[src/rtl/spi_pkg.sv]
// Shared types and constants for the SPI master sequencer.
package spi_pkg;

    typedef enum logic [2:0] {
        IDLE     = 3'd0,
        LOAD     = 3'd1,
        LEAD     = 3'd2,
        SHIFT_LO = 3'd3,
        SHIFT_HI = 3'd4,
        TRAIL    = 3'd5,
        DONE     = 3'd6
    } spi_state_t;

    // SPI mode 0: SCLK idles low, sample on rising edge, launch on falling edge.
    localparam logic CPOL = 1'b0;
    localparam logic CPHA = 1'b0;

    // Counter width able to hold 0..n.
    function automatic int unsigned cnt_w(input int unsigned n);
        return 32'($clog2(n)) + 32'd1;
    endfunction

endpackage

[src/rtl/spi_shift_cell.sv]
// One bit of the transmit chain: mux-flop choosing parallel load or serial shift.
module spi_shift_cell (
    input  logic clk,
    input  logic rst,
    input  logic sel,
    input  logic en,
    input  logic load_bit,
    input  logic shift_bit,
    output logic q
);

    // sel=1 loads the parallel bit, sel=0 takes the neighbour's bit.
    always_ff @(posedge clk) begin
        if (rst) begin
            q <= 1'b0;
        end else if (en) begin
            q <= sel ? load_bit : shift_bit;
        end
    end

endmodule

[src/rtl/spi_tx_rx_seq.sv]
// SPI mode-0 master sequencer: drives the tx shift chain, SCLK, CS_N and captures MISO.
module spi_tx_rx_seq
    import spi_pkg::*;
#(
    parameter int unsigned DATA_W  = 16,
    parameter int unsigned CLK_DIV = 4
) (
    input  logic              clk,
    input  logic              rst,
    input  logic              start,
    input  logic [DATA_W-1:0] din,
    input  logic              miso,
    output logic              mosi,
    output logic              sclk,
    output logic              cs_n,
    output logic              busy,
    output logic              done,
    output logic [DATA_W-1:0] dout
);

    localparam int unsigned BIT_W = cnt_w(DATA_W);
    localparam int unsigned DIV_W = cnt_w(CLK_DIV);

    spi_state_t        state;
    spi_state_t        state_nxt;
    logic [DIV_W-1:0]  div_cnt;
    logic [BIT_W-1:0]  bit_cnt;
    logic              tick;
    logic              last;

    logic [DATA_W-1:0] tx_chain;
    logic [DATA_W-1:0] shift_in;
    logic [DATA_W-1:0] rx;

    logic              cell_sel;
    logic              cell_en;
    logic              shift_pulse;
    logic              rx_en;
    logic              dout_en;
    logic              sclk_d;
    logic              cs_n_d;
    logic              busy_d;
    logic              done_d;

    assign tick     = (div_cnt == DIV_W'(CLK_DIV - 1));
    assign last     = (bit_cnt == BIT_W'(DATA_W - 1));
    assign shift_in = {tx_chain[DATA_W-2:0], 1'b0};
    assign mosi     = tx_chain[DATA_W-1];

    // State register.
    always_ff @(posedge clk) begin
        if (rst) begin
            state <= IDLE;
        end else begin
            state <= state_nxt;
        end
    end

    // Next-state decode; timed phases advance when the divider reaches CLK_DIV-1.
    always_comb begin
        state_nxt = state;
        unique case (state)
            IDLE:     if (start) state_nxt = LOAD;
            LOAD:     state_nxt = LEAD;
            LEAD:     if (tick) state_nxt = SHIFT_LO;
            SHIFT_LO: if (tick) state_nxt = SHIFT_HI;
            SHIFT_HI: if (tick) state_nxt = last ? TRAIL : SHIFT_LO;
            TRAIL:    if (tick) state_nxt = DONE;
            DONE:     state_nxt = IDLE;
            default:  state_nxt = IDLE;
        endcase
    end

    // Output decode: pin values follow the upcoming state so the registered pins align with it.
    always_comb begin
        cell_sel    = 1'b0;
        shift_pulse = 1'b0;
        rx_en       = 1'b0;
        dout_en     = 1'b0;
        sclk_d      = CPOL;
        cs_n_d      = 1'b1;
        busy_d      = 1'b0;
        done_d      = 1'b0;

        cell_sel    = (state == LOAD);
        shift_pulse = (state == SHIFT_HI) && tick && !last;
        rx_en       = (state == SHIFT_LO) && tick;
        dout_en     = (state_nxt == DONE) && (state != DONE);
        sclk_d      = CPOL ^ (state_nxt == SHIFT_HI);
        cs_n_d      = !(state_nxt inside {LEAD, SHIFT_LO, SHIFT_HI, TRAIL});
        busy_d      = (state_nxt != IDLE);
        done_d      = (state_nxt == DONE);
    end

    assign cell_en = cell_sel | shift_pulse;

    // Phase divider (cleared on each state change, saturating) and bit counter.
    always_ff @(posedge clk) begin
        if (rst) begin
            div_cnt <= '0;
            bit_cnt <= '0;
        end else begin
            if (state_nxt != state) begin
                div_cnt <= '0;
            end else if (!tick) begin
                div_cnt <= div_cnt + DIV_W'(1);
            end
            if (state == LOAD) begin
                bit_cnt <= '0;
            end else if ((state == SHIFT_HI) && tick) begin
                bit_cnt <= bit_cnt + BIT_W'(1);
            end
        end
    end

    // Registered pins, receive shifter and result word.
    always_ff @(posedge clk) begin
        if (rst) begin
            sclk <= CPOL;
            cs_n <= 1'b1;
            busy <= 1'b0;
            done <= 1'b0;
            rx   <= '0;
            dout <= '0;
        end else begin
            sclk <= sclk_d;
            cs_n <= cs_n_d;
            busy <= busy_d;
            done <= done_d;
            if (rx_en) begin
                rx <= {rx[DATA_W-2:0], miso};
            end
            if (dout_en) begin
                dout <= rx;
            end
        end
    end

    // Transmit chain, MSB drives mosi.
    for (genvar i = 0; i < DATA_W; i++) begin : g_cell
        spi_shift_cell u_cell (
            .clk       (clk),
            .rst       (rst),
            .sel       (cell_sel),
            .en        (cell_en),
            .load_bit  (din[i]),
            .shift_bit (shift_in[i]),
            .q         (tx_chain[i])
        );
    end

endmodule

[config.mk]
export PLATFORM = sky130hd
export DESIGN_NAME = spi_tx_rx_seq
export DESIGN_NICKNAME = d
export VERILOG_FILES = /design/src/rtl/spi_pkg.sv /design/src/rtl/spi_shift_cell.sv /design/src/rtl/spi_tx_rx_seq.sv
export SDC_FILE = /design/constraint.sdc
export NUM_CORES = 1
export LEC_CHECK = 0
export BUFFER_PORTS_ARGS = -buffer_cell sky130_fd_sc_hd__buf_4
export CELL_PAD_IN_SITES_DETAIL_PLACEMENT = 1
export CELL_PAD_IN_SITES_GLOBAL_PLACEMENT = 1
export CORE_UTILIZATION = 40
export DETAILED_ROUTE_END_ITERATION = 16
export PLACE_DENSITY_LB_ADDON = 0.08
export SLEW_MARGIN = 25
export SYNTH_ARGS = -nofsm -noshare
export SYNTH_HDL_FRONTEND = slang
export SYNTH_SLANG_ARGS = --single-unit
[constraint.sdc]
create_clock -name clk -period 3.38 [get_ports clk]
set_input_delay 1.014 -clock clk [delete_from_list [all_inputs] [get_ports clk]]
set_output_delay 1.014 -clock clk [all_outputs]
set_load 0.02 [all_outputs]
==> metrics.txt, run 1 <==
post-synth cell types=41; Starting Density=between 40% and 50%; Post-Syn Nets=324; Least-Margin Pin Slew=0.676 ns; IO Count=41; hold slack=around 0.46 ns; fin worst setup slack=~1.3 ns; critical-path cell list=ha_1, and3_1, ha_1, nand4bb_1, a21oi_2, buf_4, nor2_1, a211oi_1; sw frac=23.9%; delay-heaviest family, CP=simple AND/OR/NAND/NOR gates; GPL Wtd Cong=0.737; TritonRoute pass-1 iters=10; status=finished with violations; PostCTS Resize Cnt=0; cell taking the most area after synthesis=dfxtp_1; Clock Tree Buf Depth=2; Port-buffer cells=40; Crit path top cell by count=ha_1; fmax=about 0.49 GHz; post-DP HPWL=around 3.5 mm; gr busiest metal=met2; proportion of power drawn by flip-flops and latches=around half; GRT Util Overall=roughly 17%; Comb pwr share=8.3%; Largest stage delay, worst path=0.33 ns; combinational family with the most area after synthesis=simple AND/OR/NAND/NOR gates; WP data required=3.63 ns; first-pass GRT wire length=9.42 mm; initial antenna violation count=0; met3 GRT Util=3.26%; clk slew on worst S/H paths=0.07 ns; final worst path period share=61.0%; Seq/Total Area, Yosys=47.1%; die width=83.8 µm; crit path kind=reg -> reg; Layout Nets=354; failing checks=design-rule violations; PwrDens=approximately 520 nW/µm²; Post-synth EDFFs=0; VDD IR max=326 µV; Tmin final=2.06 ns; Crit path buffers/inverters=1; RSZ-0062 raised after global routing=no; max_cap viols=0; fraction of registers with async set/reset=0%; post-synthesis compound-gate area fraction=~14%; clk_skew=0.00576 ns; share of the synthesized area in the top cell type=between 40% and 50%; Final ANT Viol Nets=0; drt via density=between 5 and 6; #FFs+latches synth=63; Final Setup Violations=0; Mapped Cells=299; slew margin rel.=between 50% and 60%; Sum Neg Setup Slack=0 ns; WP data arrival=2.31 ns; max-slew violation count=0; Post-CTS Hold Fix Bufs=0; Clock Latency Late Sink=roughly 0.34 ns; Slowest-stage cell, CP=dfxtp_1; NetSw=0.390 mW; post-synthesis mux area share=7.29%; post-CTS setup buffer count=0; Clock Sink Count=63; Cell Area, Synth=2680 µm²; wire per inst=about 14 µm; met2 GRT Util=27.3%; Avg Cell Area, Syn=around 9 µm²; CTS Buf Count=9; Hold Path Class=reg -> reg; vias=roughly 2100; YS warnings=0; chip height=83.8 µm; DRC=10; synth top area cells=dfxtp_1 (47%), nand2_1 (9.4%), a21oi_1 (6.7%); met1 usage=21.6%; Area Overhead vs Synth=17.8%; worst slack, placed=1.35 ns; Static Leak=1.18 nW; Synth Area in Adders=2.34%; Power Total=1.63 mW; Simple-Gate Fraction of Synth Area=21.6%; die area=~7000 µm²; top-count cell post-synth=nand2_1; XOR/XNOR Fraction of Synth Area=1.96%; Synth Flop Type=dfxtp_1; n_diodes=0; synth cell count leaders=nand2_1 (67), dfxtp_1 (63), a21oi_1 (36); CTS tree=built; Final Hold Fails=0; clock root cell=clkbuf_8; num rows=29; largest net degree at the start of global routing=57; Initial DRC Count=60; Core ar.=about 6400 µm²; Routed WL=roughly 5.6 mm; grt ovf=0; share of layout cells above drive strength 1=21.0%; Finished Core Util=49.1%; # H-tree levels=3; Clock Power Share=43.5%; vias in the first global route=about 2100; Crit Path Max Fanout=31; Int Pwr=1.24 mW; startpoint type of the worst setup path=flip-flop; crit end category=flip-flop
## flip-flops by register name (all words and copies together), names as in the netlist
signal and flops:
dout 16, done 1, div_cnt 3, rx 16
sclk 1, busy 1, g_cell.u_cell.q 16, cs_n 1
bit_cnt 5, state 3
## kinds of logic (layout without fill, tap and decap cells)
family | after synthesis | count (layout)
adder cells (fa/ha/maj) | 5 | 5
multiplexers | 19 | 19
buffers and inverters | 25 | 60
XOR/XNOR | 6 | 6
AO/OA/AOI/OAI | 58 | 58
AND/OR/NAND/NOR | 123 | 123
flip-flops | 63 | 63
## cell type report
type / count / area [µm²]
clock buffers: 10 / 128
inverters: 2 / 7.51
multi-input cells: 211 / 1260
clock inverters: 6 / 83.8
well taps: 77 / 96.3
flip-flops and latches: 63 / 1260
repair buffers: 42 / 315
fillers: 779 / 3270
## per-stage QoR
stage	cells	area [µm²]
finish	411	3160
global route	411	3160
CTS	411	3160
detailed placement	395	2940
global placement	395	2940
floorplan	299	2680
## worst min-delay path, cell delays in order (launching register included)
cell	delay, ns
dfxtp_1	0.31
nand2_1	0.05
a21oi_1	0.05
## worst paths after layout
kind / from / endpoint / slack (ns) / depth (start not counted)
max: bit_cnt[0] / g_cell[15].u_cell.q / 1.32 / 8
min: dout[1] / dout[1] / 0.46 / 2
max reg2reg: bit_cnt[0] / g_cell[15].u_cell.q / 1.32 / 8
min reg2reg: dout[1] / dout[1] / 0.46 / 2
## layer usage
layer | part of all wire, % | wire length, µm
met3 | 3.6 | 200
met2 | 44 | 2450
met1 | 50 | 2790
met5 | 0 | 0
met4 | 2.4 | 133
## cells in the final DEF (no fill, tap or decap), types with 3 or more instances in the layout
master / count
nand2_1: 67
dfxtp_1: 63
buf_4: 42
a21oi_1: 36
nor2_1: 29
mux2i_1: 18
a211oi_1: 11
clkbuf_8: 9
a211oi_2: 5
ha_1: 5
nor2b_1: 4
and3_1: 3
xnor2_1: 3
xor2_1: 3
clkinv_2: 3
## power by group through the flow
stage	logic [mW]	registers, mW	clock network (mW)
after global placement	0.133	0.802	0
after detailed placement	0.138	0.804	0
after global routing	0.149	0.790	0.758
after floorplan	0.110	0.796	0
final	0.135	0.787	0.710
after CTS	0.138	0.787	0.726
(Power assumes the default switching activity.)
==> run 2: changes to the inputs <==
- CORE_UTILIZATION: 40 -> 38
- clock period: 3.38 -> 1.7 ns (I/O delays scaled with it)
==> run 2 against run 1 <==
Net effect: the flow finishes with violations (negative setup slack); sequential cell count is the same; non-clock buffer count grew 33; sequential share of layout area is 6.0 points lower; largest cell class unchanged.
==> metrics.txt, run 2 (synthesis gave the netlist of run 1 again) <==
largest registers=dout x16, g_cell.u_cell.q x16, rx x16; Comb pwr share=13.0%; Int Pwr=~2.4 mW; proportion of power drawn by flip-flops and latches=~48%; R2R Path Start=bit_cnt[0]; IO Count=between 40 and 50; Static Leak=roughly 1.4 nW; max-slew violation count=0; GRT Util Overall=about a fifth; commonest non-fill, non-tap cell in the layout=nand2_1; fin worst setup slack=-0.0598 ns; VDD IR max=431 µV; die area=7390 µm²; Final Hold Fails=0; Post-CTS Hold Fix Bufs=0; Final ANT Viol Nets=0; DRC=0; post-DP HPWL=3.97 mm; Hold Path Class=in -> reg; final worst path period share=104%; Tmin final=between 1.5 and 2 ns; startpoint type of the worst setup path=flip-flop; grt ovf=0; crit path launch=bit_cnt[0]; sw frac=25.5%; Clock Latency Late Sink=0.33 ns; Final Setup Violations=17; max_cap viols=0; initial antenna violation count=0; final instance area=3730 µm²; clk_skew=0.00701 ns; PwrDens=~870 nW/µm²; crit end category=flip-flop; n_diodes=0; Crit Path Max Fanout=8; first-pass GRT wire length=10.6 mm; DP Cell Count=around 440; # H-tree levels=3; Fillers=763; drt via density=4.90; most frequent cells in the layout=nand2_1 (67), buf_4 (63), dfxtp_1 (59), a21oi_1 (35), nor2_1 (22); Finished Layout Cells=463; clk slew on worst S/H paths=around 0.070 ns; GPL Wtd Cong=0.699; failing checks=negative setup slack; share of layout cells above drive strength 1=35.4%; Starting Density=~40%; Clock Power Share=39.0%; CTS tree=built; vias in the first global route=2239; WP data arrival=roughly 2 ns; Power Total=between 3 and 4 mW; num rows=30; Routed WL=6.34 mm; Clock Sink Count=63; placed inst area=3210 µm²; CTS Buf Count=9; fmax=0.568 GHz; crit path kind=reg -> reg; die width=86.0 µm; Hold Startpoint=miso; TritonRoute pass-1 iters=4; Initial DRC Count=39; Core ar.=roughly 6800 µm²; Layout Nets=387; chip height=86.0 µm; RSZ-0062 raised after global routing=yes; Port-buffer cells=40; Area Overhead vs Synth=39.1%; Clock Tree Buf Depth=2; R2R setup slack=-0.06 ns; slew margin rel.=76.4%; wire per inst=13.7 µm; Least-Margin Pin Slew=0.354 ns; status=finished with violations; WP data required=between 1.5 and 2 ns; vias=2271; clock root cell=clkbuf_8; largest net degree at the start of global routing=28; NetSw=just over 0.8 mW
-- run 2: power by group through the flow --
stage / clock network [mW] / registers [mW] / logic [mW]
final: 1.26 / 1.56 / 0.422
after global routing: 1.37 / 1.56 / 0.460
after CTS: 1.31 / 1.55 / 0.395
after detailed placement: 0 / 1.59 / 0.330
after global placement: 0 / 1.58 / 0.321
after floorplan: 0 / 1.58 / 0.225
-- run 2: worst max-delay path, stage by stage, from the launching register on --
cell       delay, ns
dfxtp_2         0.34
ha_4            0.16
and3_4          0.18
ha_4            0.15
nand4bb_4       0.19
a21oi_4         0.17
buf_6           0.14
buf_12          0.12
nor2_1          0.04
a211oi_1        0.19
-- run 2: layer usage --
metal	part of all wire (%)	GRT usage, %	vias up
met5	0	0	-
met4	1.0	6.36	0
li1	-	-	1137
met2	49	29.9	40
met1	46	24.3	1088
met3	3.8	4.72	6
-- run 2: cell type report --
type / count / area [µm²] / area share (%)
clock buffer: 10 / 128 / 3.43
clock inverter: 6 / 61.3 / 1.65
inverter: 2 / 7.51 / 0.201
multi-input combinational: 211 / 1440 / 38.5
sequential: 63 / 1270 / 34.0
tap: 96 / 120 / 3.22
timing repair buffer: 75 / 707 / 19.0
-- run 2: worst paths after layout --
kind	endpoint	cells past startpoint
setup / recovery	g_cell[6].u_cell.q	9
hold / removal	rx[0]	3
setup reg to reg	g_cell[6].u_cell.q	9
hold reg to reg	dout[0]	2
-- run 2: timing repair --
item | 4_1_cts | 5_1_grt
setup buffers | 5 | 2
gates cloned | 3 | 0
gates resized for setup | 16 | 23
pin swaps | 19 | 9
setup endpoints to repair | 18 | 25
-- run 2: per-stage QoR --
| stage | setup slack [ns] | hold WS (ns) | util [%] | TNS, ns |
|---|---|---|---|---|
| floorplan | 0.0202 | 0.432 | - | 0 |
| global placement | -0.0142 | 0.444 | 47.3 | -0.140 |
| detailed placement | -0.110 | 0.447 | 47.3 | -1.27 |
| CTS | -0.130 | 0.409 | 52.9 | -1.85 |
| global route | -0.101 | 0.430 | 54.8 | -1.48 |
| finish | -0.0598 | 0.438 | 54.8 | -0.597 |
==> run 3: changes to the inputs <==
- CELL_PAD_IN_SITES_DETAIL_PLACEMENT: 1 -> 0
- clock period: 1.7 -> 1.5 ns (I/O delays scaled with it)
==> run 3 against run 2 <==
Net effect: the flow still finishes with violations (negative setup slack); cell area grew 1.2%; register-to-register slack lost 0.20 ns; clock skew grew 0.0024 ns; worst setup slack lost 0.20 ns.
==> metrics.txt, run 3 (synthesis gave the netlist of run 1 again) <==
share of layout cells above drive strength 1=43.3%; Port-buffer cells=40; worst r2r dst=g_cell[5].u_cell.q; vias=2208; first-pass GRT wire length=9.64 mm; largest net degree at the start of global routing=34; Clock Tree Buf Depth=2; die width=86.0 µm; Clock Sink Count=63; failing checks=negative setup slack; chip height=86.0 µm; status=finished with violations; R2R setup slack=-0.26 ns; Crit Path Max Fanout=8; WP data required=~1.8 ns; Initial DRC Count=62; Slowest-stage cell, CP=dfxtp_2; Seq. cell area=1270 µm²; Hold Path Class=in -> reg; GRT Util Overall=16.8%; Largest stage delay, worst path=approximately 0.34 ns; die area=between 7000 and 8000 µm²; Static Leak=~1.4 nW; IO Count=41; CTS Buf Count=9; Clock Latency Late Sink=about 0.34 ns; GPL Wtd Cong=about 0.71; Routed WL=5.92 mm; Final ANT Viol Nets=0; post-DP HPWL=between 3 and 4 mm; Tmin final=1.76 ns; VDD IR max=524 µV; startpoint type of the worst setup path=flip-flop; Crit path top cell by count=ha_4; grt ovf=0; clock root cell=clkbuf_8; PwrDens=~980 nW/µm²; crit path launch=bit_cnt[0]; Finished Layout Cells=459; final worst path period share=118%; # H-tree levels=3; Final Hold Fails=0; crit path kind=reg -> reg; drt via density=4.81; Final Setup Violations=26; num rows=30; most frequent cells in the layout=buf_4 (60), dfxtp_1 (57), nand2_1 (56), a21oi_1 (23), nor2_1 (19); fin worst setup slack=-0.264 ns; hold slack=between 0.3 and 0.4 ns; commonest non-fill, non-tap cell in the layout=buf_4; wire per inst=~13 µm; CTS tree=built; Layout Nets=383; area of the multi-input gates=about 1600 µm²; vias in the first global route=2015; Least-Margin Pin Slew=between 0.3 and 0.4 ns; initial antenna violation count=0; n_diodes=0; Starting Density=approximately 40%; Fillers=about 640; RSZ-0062 raised after global routing=yes; Area Overhead vs Synth=40.8%; max_cap viols=0; clk_skew=0.00945 ns; clk slew on worst S/H paths=0.08 ns; Sum Neg Setup Slack=-4.01 ns; critical-path cell list=ha_4, and3_4, ha_4, nand4bb_4, a21oi_4, buf_12, nor2_4, a211oi_2; WP data arrival=2.02 ns; DP Cell Count=between 400 and 500; TritonRoute pass-1 iters=4; max-slew violation count=0; DRC=0; R2R Path Start=bit_cnt[0]; crit path to=g_cell[5].u_cell.q; worst reg2reg path depth=8; slew margin rel.=77.4%; crit end category=flip-flop; fmax=0.567 GHz; largest registers=dout x16, g_cell.u_cell.q x16, rx x16; Core ar.=6790 µm²
==> run 3: changes by cell type in the layout (fill, tap and decap cells not counted), moves of 2 or more <==
| cell | before | now |
|---|---|---|
| a21oi_1 | 35 | 23 |
| a21oi_2 | 2 | 14 |
| nand2_1 | 67 | 56 |
| nand2_2 | 1 | 9 |
| nor2_4 | 1 | 7 |
| buf_4 | 63 | 60 |
| nand2_4 | 0 | 3 |
| nor2_1 | 22 | 19 |
| nor2_2 | 6 | 3 |
| buf_16 | 2 | 0 |
| buf_6 | 3 | 5 |
| dfxtp_1 | 59 | 57 |
| dfxtp_2 | 4 | 6 |
==> run 3: layout make-up <==
cell class | instances | area share, %
clock buffer | 9 | 3.28
timing repair buffer | 71 | 16.5
sequential | 63 | 33.6
inverter | 2 | 0.199
multi-input combinational | 211 | 41.3
tap | 96 | 3.19
clock inverter | 7 | 1.92
==> run 3: through the flow <==
stage / instance area [µm²] / setup slack [ns] / power [mW] / utilization [%]
final: 3770 / -0.264 / 3.70 / 55.5
after global routing: 3770 / -0.336 / 3.87 / 55.5
after CTS: 3640 / -0.278 / 3.74 / 53.6
after detailed placement: 3300 / -0.282 / 2.19 / 48.5
after global placement: 3300 / -0.236 / 2.18 / 48.5
after floorplan: 2810 / -0.131 / 2.08 / -
==> run 3: routing by layer <==
layer,up-vias,GRT usage [%],wire length [µm]
met5,-,0,0
met4,0,8.64,115
met3,9,3.85,131
met2,24,27.3,2940
met1,1047,20.9,2730
li1,1128,-,-
==> run 3: worst min-delay path by stage <==
stage	slack, ns	cells after the start	start	endpoint
after floorplan	0.43	2	rx[15]	dout[15]
after global placement	0.44	2	dout[4]	dout[4]
after detailed placement	0.45	2	dout[12]	dout[12]
after CTS	0.34	3	din[0]	g_cell[0].u_cell.q
after global routing	0.36	3	miso	rx[0]
final	0.36	3	din[0]	g_cell[0].u_cell.q
==> run 3: report_power, final <==
group	internal (mW)	leakage [nW]	switching [mW]	total [mW]
clock network	0.769	0.0956	0.712	1.48
registers	1.73	0.513	0.0450	1.77
logic	0.222	0.818	0.222	0.444
==> run 3: worst max-delay path, delay by kind of cell, from the launching register on <==
kind                     cells  cell delay (ns)
AO/OA/AOI/OAI                2             0.43
adder cells (fa/ha/maj)      2             0.30
buffers and inverters        1             0.19
flip-flops                   1             0.34
AND/OR/NAND/NOR              3             0.41
==> run 3: timing repair <==
item | CTS | global route
resized for setup | 11 | 51
hold buffers | 0 | 0
gates cloned | 2 | 1
pin swaps | 7 | 24
setup endpoints to repair | 22 | 47
setup buffers | 6 | 2
